File: src/rtl/oki_bank_arbiter_if.sv
// Bus bundle between the OKI-side clients, the bank-register writer and the
// shared SDRAM slot. "slave" is the arbiter's view; "master" is everything
// around it (OKI address sources, CPU bank writes, SDRAM responder).
interface oki_bank_arbiter_if #(
    parameter int CHIPS  = 2,
    parameter int ROM_AW = 21
);
    localparam int SEL_W = $clog2(CHIPS) + 2;

    logic                  WR;
    logic [SEL_W-1:0]      WSEL;
    logic [7:0]            WDATA;
    logic [CHIPS*18-1:0]   REQ_ADDR;
    logic [CHIPS*8-1:0]    REQ_DATA;
    logic [CHIPS-1:0]      REQ_OK;
    logic                  ROM_CS;
    logic [ROM_AW-1:0]     ROM_ADDR;
    logic [7:0]            ROM_DOUT;
    logic                  ROM_OK;

    modport master (
        output WR, WSEL, WDATA, REQ_ADDR, ROM_DOUT, ROM_OK,
        input  REQ_DATA, REQ_OK, ROM_CS, ROM_ADDR
    );

    modport slave (
        input  WR, WSEL, WDATA, REQ_ADDR, ROM_DOUT, ROM_OK,
        output REQ_DATA, REQ_OK, ROM_CS, ROM_ADDR
    );
endinterface

File: src/rtl/oki_bank_arbiter.sv
// NMK112-style bank translation (with optional table paging) for CHIPS OKI
// chips, plus a one-entry cache per chip and a round-robin arbiter that
// funnels every chip's ROM fetch onto a single shared SDRAM slot.
module oki_bank_arbiter #(
    parameter int               CHIPS     = 2,
    parameter int               ROM_AW    = 21,
    parameter int unsigned      CHIP_OFFS = 'h100000,
    parameter logic [CHIPS-1:0] PAGE_MASK = {CHIPS{1'b1}}
) (
    input logic               CLK,
    input logic               RESET,
    oki_bank_arbiter_if.slave bus
);
    localparam int SEL_W = $clog2(CHIPS) + 2;
    localparam int CW    = (CHIPS > 1) ? $clog2(CHIPS) : 1;

    localparam logic [1:0] ST_IDLE  = 2'd0;
    localparam logic [1:0] ST_WAIT1 = 2'd1;   // first wait cycle: ROM_OK is stale
    localparam logic [1:0] ST_WAIT2 = 2'd2;   // ROM_OK now completes the fetch

    logic [7:0]        bank_reg [CHIPS][4];
    logic [1:0]        state_reg;
    logic              rom_cs_reg;
    logic [ROM_AW-1:0] rom_addr_reg;
    logic [CW-1:0]     grant_reg;
    logic [CW-1:0]     last_reg;
    logic [17:0]       gtag_reg;
    logic              discard_reg;

    logic              wr_hit;
    logic [CW-1:0]     wr_chip;
    logic [1:0]        wr_slot;
    logic [17:0]       req_addr [CHIPS];
    logic [CHIPS-1:0]  ok_vec;
    logic [CHIPS*8-1:0] data_vec;
    logic              fill;
    logic              wr_on_grant;

    logic [CW-1:0]     pick;
    logic              pick_vld;
    logic [17:0]       pick_addr;
    logic [1:0]        pick_slot;
    logic [23:0]       pick_t;
    logic [ROM_AW-1:0] pick_rom;

    // Write-select decode; a chip field beyond the last chip is dropped.
    generate
        if (CHIPS > 1) begin : g_multi
            assign wr_chip = bus.WSEL[SEL_W-1:2];
            assign wr_hit  = bus.WR && (int'(bus.WSEL[SEL_W-1:2]) < CHIPS);
        end else begin : g_single
            assign wr_chip = 1'b0;
            assign wr_hit  = bus.WR;
        end
    endgenerate

    assign wr_slot     = bus.WSEL[1:0];
    assign wr_on_grant = wr_hit && (wr_chip == grant_reg);
    // A fetch overlapped by a bank write to its chip used stale banks.
    assign fill        = (state_reg == ST_WAIT2) && bus.ROM_OK && !discard_reg && !wr_on_grant;

    // Per-chip one-entry cache: hit compare is combinational against the live address.
    genvar gi;
    generate
        for (gi = 0; gi < CHIPS; gi++) begin : g_chip
            logic [17:0] tag_reg;
            logic [7:0]  data_reg;
            logic        valid_reg;

            assign req_addr[gi]         = bus.REQ_ADDR[18*gi +: 18];
            assign ok_vec[gi]           = valid_reg && (tag_reg == req_addr[gi]);
            assign data_vec[8*gi +: 8]  = data_reg;

            // Fill on completion; any bank write to this chip invalidates it.
            always_ff @(posedge CLK or posedge RESET) begin
                if (RESET) begin
                    tag_reg   <= '0;
                    data_reg  <= '0;
                    valid_reg <= 1'b0;
                end else begin
                    if (fill && grant_reg == CW'(gi)) begin
                        tag_reg   <= gtag_reg;
                        data_reg  <= bus.ROM_DOUT;
                        valid_reg <= 1'b1;
                    end
                    if (wr_hit && wr_chip == CW'(gi)) begin
                        valid_reg <= 1'b0;
                    end
                end
            end
        end
    endgenerate

    assign bus.REQ_OK   = ok_vec;
    assign bus.REQ_DATA = data_vec;
    assign bus.ROM_CS   = rom_cs_reg;
    assign bus.ROM_ADDR = rom_addr_reg;

    // Round-robin pick: first pending chip after the last one served.
    always_comb begin
        pick     = '0;
        pick_vld = 1'b0;
        for (int k = 1; k <= CHIPS; k++) begin
            if (!pick_vld && !ok_vec[CW'((int'(last_reg) + k) % CHIPS)]) begin
                pick_vld = 1'b1;
                pick     = CW'((int'(last_reg) + k) % CHIPS);
            end
        end
    end

    // Bank translation of the picked chip's address; paging uses A[9:8] below 0x400.
    always_comb begin
        pick_addr = req_addr[pick];
        if (PAGE_MASK[pick] && pick_addr < 18'h400) begin
            pick_slot = pick_addr[9:8];
        end else begin
            pick_slot = pick_addr[17:16];
        end
        pick_t   = {bank_reg[pick][pick_slot], pick_addr[15:0]};
        pick_rom = ROM_AW'(64'(pick) * 64'(CHIP_OFFS)) + ROM_AW'(pick_t);
    end

    // Bank register file.
    always_ff @(posedge CLK or posedge RESET) begin
        if (RESET) begin
            for (int c = 0; c < CHIPS; c++) begin
                for (int s = 0; s < 4; s++) begin
                    bank_reg[c][s] <= '0;
                end
            end
        end else if (wr_hit) begin
            bank_reg[wr_chip][wr_slot] <= bus.WDATA;
        end
    end

    // Arbiter FSM: grant in IDLE, hold the request through WAIT, one IDLE cycle between fetches.
    always_ff @(posedge CLK or posedge RESET) begin
        if (RESET) begin
            state_reg    <= ST_IDLE;
            rom_cs_reg   <= 1'b0;
            rom_addr_reg <= '0;
            grant_reg    <= '0;
            last_reg     <= CW'(CHIPS - 1);
            gtag_reg     <= '0;
            discard_reg  <= 1'b0;
        end else begin
            case (state_reg)
                ST_IDLE: begin
                    if (pick_vld) begin
                        grant_reg    <= pick;
                        gtag_reg     <= pick_addr;
                        rom_addr_reg <= pick_rom;
                        rom_cs_reg   <= 1'b1;
                        discard_reg  <= wr_hit && (wr_chip == pick);
                        state_reg    <= ST_WAIT1;
                    end
                end
                ST_WAIT1: begin
                    if (wr_on_grant) begin
                        discard_reg <= 1'b1;
                    end
                    state_reg <= ST_WAIT2;
                end
                ST_WAIT2: begin
                    if (wr_on_grant) begin
                        discard_reg <= 1'b1;
                    end
                    if (bus.ROM_OK) begin
                        rom_cs_reg <= 1'b0;
                        last_reg   <= grant_reg;
                        state_reg  <= ST_IDLE;
                    end
                end
                default: begin
                    state_reg  <= ST_IDLE;
                    rom_cs_reg <= 1'b0;
                end
            endcase
        end
    end
endmodule

File: src/flat_wrapper.sv
// flat-port wrapper written by rule: the top's interface ports become plain ports
module oki_bank_arbiter_flat 
#(
    parameter int               CHIPS     = 2,
    parameter int               ROM_AW    = 21,
    parameter int unsigned      CHIP_OFFS = 'h100000,
    parameter logic [CHIPS-1:0] PAGE_MASK = {CHIPS{1'b1}}
)
  (CLK, RESET, bus_WR, bus_WSEL, bus_WDATA, bus_REQ_ADDR, bus_ROM_DOUT, bus_ROM_OK, bus_REQ_DATA, bus_REQ_OK, bus_ROM_CS, bus_ROM_ADDR);
  oki_bank_arbiter_if #(.CHIPS(CHIPS), .ROM_AW(ROM_AW)) bus_i ();
  input logic CLK;
  input logic RESET;
  input wire logic [$bits(bus_i.WR)-1:0] bus_WR;
  input wire logic [$bits(bus_i.WSEL)-1:0] bus_WSEL;
  input wire logic [$bits(bus_i.WDATA)-1:0] bus_WDATA;
  input wire logic [$bits(bus_i.REQ_ADDR)-1:0] bus_REQ_ADDR;
  input wire logic [$bits(bus_i.ROM_DOUT)-1:0] bus_ROM_DOUT;
  input wire logic [$bits(bus_i.ROM_OK)-1:0] bus_ROM_OK;
  output wire logic [$bits(bus_i.REQ_DATA)-1:0] bus_REQ_DATA;
  output wire logic [$bits(bus_i.REQ_OK)-1:0] bus_REQ_OK;
  output wire logic [$bits(bus_i.ROM_CS)-1:0] bus_ROM_CS;
  output wire logic [$bits(bus_i.ROM_ADDR)-1:0] bus_ROM_ADDR;
  assign bus_i.WR = bus_WR;
  assign bus_i.WSEL = bus_WSEL;
  assign bus_i.WDATA = bus_WDATA;
  assign bus_i.REQ_ADDR = bus_REQ_ADDR;
  assign bus_i.ROM_DOUT = bus_ROM_DOUT;
  assign bus_i.ROM_OK = bus_ROM_OK;
  assign bus_REQ_DATA = bus_i.REQ_DATA;
  assign bus_REQ_OK = bus_i.REQ_OK;
  assign bus_ROM_CS = bus_i.ROM_CS;
  assign bus_ROM_ADDR = bus_i.ROM_ADDR;
  oki_bank_arbiter #(.CHIPS(CHIPS), .ROM_AW(ROM_AW), .CHIP_OFFS(CHIP_OFFS), .PAGE_MASK(PAGE_MASK)) u_core (.CLK(CLK), .RESET(RESET), .bus(bus_i));
endmodule
File: config.mk
export PLATFORM = sky130hd
export DESIGN_NAME = oki_bank_arbiter_flat
export DESIGN_NICKNAME = d
export VERILOG_FILES = /design/src/rtl/oki_bank_arbiter_if.sv /design/src/rtl/oki_bank_arbiter.sv /design/src/flat_wrapper.sv
export SDC_FILE = /design/constraint.sdc
export NUM_CORES = 1
export LEC_CHECK = 0
export BUFFER_PORTS_ARGS = -buffer_cell sky130_fd_sc_hd__buf_2
export CORE_MARGIN = 10
export CORE_UTILIZATION = 55
export DETAILED_ROUTE_END_ITERATION = 10
export GPL_ROUTABILITY_DRIVEN = 0
export PLACE_DENSITY = 0.87
export SLEW_MARGIN = 0
export SYNTH_ARGS = -nofsm -noshare
export SYNTH_HDL_FRONTEND = slang
export SYNTH_SLANG_ARGS = --single-unit
File: constraint.sdc
create_clock -name CLK -period 4.4 [get_ports CLK]
set_input_delay 0.22 -clock CLK [delete_from_list [all_inputs] [get_ports CLK]]
set_output_delay 0.22 -clock CLK [all_outputs]
set_load 0.005 [all_outputs]
==> metrics <==
status=finished with violations; failing checks=hold timing; static leakage=between 0.003 and 0.004 µW; area delta synth->final=20.82%; maximum fanout along the worst path=24; count of cell types in the netlist=50; Critical-path top delay cell=o21ai_2; grt met2 use=between 30% and 40%; clock sink count=123; Antenna Cells=0; fin worst setup slack=roughly 1.6 ns; Core Footprint=0.01042 mm²; MaxCap Viol Count=0; drt drc=0; data required time of the worst path=4.85 ns; RSZ-0062 raised after global routing=no; Place WS=around 1.7 ns; asr flop ratio synth=100.0%; register bit total from synthesis=123; Setup Crit Path Kind=flip-flop to flip-flop; M1 GR Usage=between 20% and 30%; Crit. End Element=flip-flop; max_slew headroom=21.82%; non-filler cells in the finished layout=706; H-tree levels=4; Die W=between 100 and 150 µm; Port Buf Inserts=95; Root Buffer=clkbuf_8; Clk pin slew, worst setup/hold paths=about 0.06 ns; vias in the first global route=~4.5k; Post-Route Skew=between 0.005 and 0.006 ns; CTS tree=built; Peak VDD IR=0.4130 mV; share of cells above drive strength 1=between 40% and 50%; Worst path max stage delay=between 0.8 and 0.9 ns; via count=roughly 4.2k; syn avg cell area=12.96 µm²; reg2reg setup slack=~1.6 ns; Final Max Tran Viols=0; Final Setup Violations=0; worst reg2reg startpoint=u_core.g_chip[0].tag_reg[7]; area leader, netlist=dfrtp_1; worst hold path class=input pin to asynchronous set/reset pin; synthesized net count=about 520; placed cells=about 660; FP Rows=37; insertion delay to the later sink of the worst-skew pair=0.53 ns; grt ovf=0; final HPWL from detailed placement=a little over 10,000 µm; Vias/cell=a little under 6; Synth Flop Type=dfrtp_1; post-CTS sizing=0; yosys synthesis warning count=0; min Tclk post-route=between 2 and 3 ns; fillers=~700; starting density of the core=57.12%; die area=~0.015 mm²; Area contributors post-synth=dfrtp_1 (51%), mux2_2 (19%), mux2i_1 (4.5%), xor2_1 (4.3%), buf_4 (2.0%); initial antenna violation count=0; arrival time worst endpoint=3.27 ns; Die Y=roughly 120 µm; number of synthesized flops with an enable pin=0; nets@finish=620; worst path bufs/invs=1; max reg flops=40; Worst Tran Pin Value=about 1.2 ns; Yosys top cell area share=roughly 51%; Setup crit start kind=flip-flop; CP delay by family, top=compound AO/OA/AOI/OAI gates; final hold vios=between 50 and 60; worst reg2reg path depth=7; Mapped Area=approximately 0.0059 mm²; Bufs on Longest Clock Path=2; Fin Setup TNS=0 ns; Hold Slack=-0.01744 ns; I/O pins=between 90 and 100; M3 GR Usage=between 5 and 6%; GRT Overall Usage=19.82%; 1st-iter DRT viols=310; sequential fraction of the synthesis area=between 50% and 60%; Post-DRT Antenna Nets=0; post-CTS setup buffer count=0; highest clock rate=between 300 and 400 MHz; r2r endpoint=u_core.grant_reg; fin crit share=between 60% and 70%; WL per Instance=approximately 21 µm; Layout Utilization=a little under 70%; Syn Inst Count=around 460; largest net degree at the start of global routing=90; cells along the critical path=xor2_1, nor3_1, nand3_1, o21ai_2, buf_4, nand2_1, o21ai_1; busiest grt layer=met2; 1st-pass router iterations=5; global-route wire length before repair=~23,000 µm; final wirelength=14,930 µm; CTS Buf Count=17; Power Dens Cells=about 670 mW/mm²
[per-layer routing]
| metal | share of wire, % | vias to the layer above |
|---|---|---|
| li1 | - | 1848 |
| met1 | 40 | 2120 |
| met2 | 51 | 160 |
| met3 | 6.7 | 28 |
| met4 | 1.8 | 0 |
| met5 | 0 | - |
[cells in the final DEF, fill, tap and decap left out, types with 2 or more instances in the layout]
cell and n:
a21oi_1 8, a222oi_1 4, buf_2 95, buf_4 4
bufinv_16 5, clkbuf_16 16, clkinv_2 2, clkinv_4 3
clkinvlp_4 5, dfrtp_1 122, dlygate4sd3_1 12, ha_1 4
inv_1 3, mux2_1 5, mux2_2 102, mux2i_1 27
nand2_1 23, nand2b_1 4, nand3_1 4, nand4_1 6
nand4b_1 3, nor2_1 7, nor2b_1 3, nor3_1 4
nor3b_1 3, nor4_1 6, nor4_4 3, nor4b_1 3
o21ai_1 23, o21ai_2 2, xnor2_1 7, xor2_1 29
[where the power goes]
part           leakage, µW  switching [µW]  internal (µW)  total (µW)
combinational      0.00151             699            723        1420
sequential         0.00153             340           1570        1910
clock             0.000296             522            976        1500
[stage by stage]
step	total power, µW	cell area (µm²)
2_1_floorplan	2886	5949
3_3_place_gp	3196	6430
3_5_place_dp	3303	6430
4_1_cts	4835	7188
5_1_grt	5065	7188
6_report	4826	7188
[worst max-delay path by stage]
stage                                            from                   to  depth (start not counted)
after detailed placement  u_core.g_chip[0].tag_reg[7]     u_core.grant_reg                          7
final                     u_core.g_chip[0].tag_reg[7]     u_core.grant_reg                          7
after CTS                 u_core.g_chip[0].tag_reg[7]     u_core.grant_reg                          7
after floorplan                                 RESET   u_core.bank_reg[0]                          1
after global placement    u_core.g_chip[0].tag_reg[4]  u_core.gtag_reg[16]                          6
after global routing      u_core.g_chip[0].tag_reg[7]  u_core.gtag_reg[16]                          7
[worst reg2reg max path, stage by stage (launching register included)]
cell and delay (ns):
dfrtp_1 0.40, xor2_1 0.18, nor3_1 0.46, nand3_1 0.24, o21ai_2 0.86, buf_4 0.42, nand2_1 0.10, o21ai_1 0.09
[synthesized netlist by cell type, types with 4 or more instances]
cell,count
mux2_1,5
mux2i_1,27
nor4_1,6
nor3_1,4
dfrtp_1,122
nand2_1,23
a222oi_1,4
nand3_1,4
clkbuf_1,6
o21ai_1,23
xnor2_1,7
a21oi_1,8
buf_2,8
nor2_1,7
mux2_2,102
buf_4,16
nand4_1,6
ha_1,4
inv_1,4
xor2_1,29
nand2b_1,4
[cell type report]
class                      instances  area, µm²  area share, %
clock inverter                    15      224.0          3.116
inverter                           4      17.52         0.2437
timing repair buffer             111      625.6          8.703
sequential                       123       3079          42.84
tap                              136      170.2          2.367
clock buffer                      17      414.1          5.762
multi-input combinational        300       2658          36.97
[cells by family after synthesis]
kind of cell,share of synthesized area (%)
buf+inv,3.575
mux,25.17
fa+ha+maj,0.8413
simple gates,7.971
compound gates,5.384
flops,51.76
xor+xnor,5.300
[timing repair]
| action | 4_1_cts | 5_1_grt |
|---|---|---|
| hold endpoints to repair | 19 | 0 |
| endpoints found under the setup margin | 0 | 0 |
| hold buffers | 12 | 0 |
Note: power is estimated with default switching activity, not from simulation.
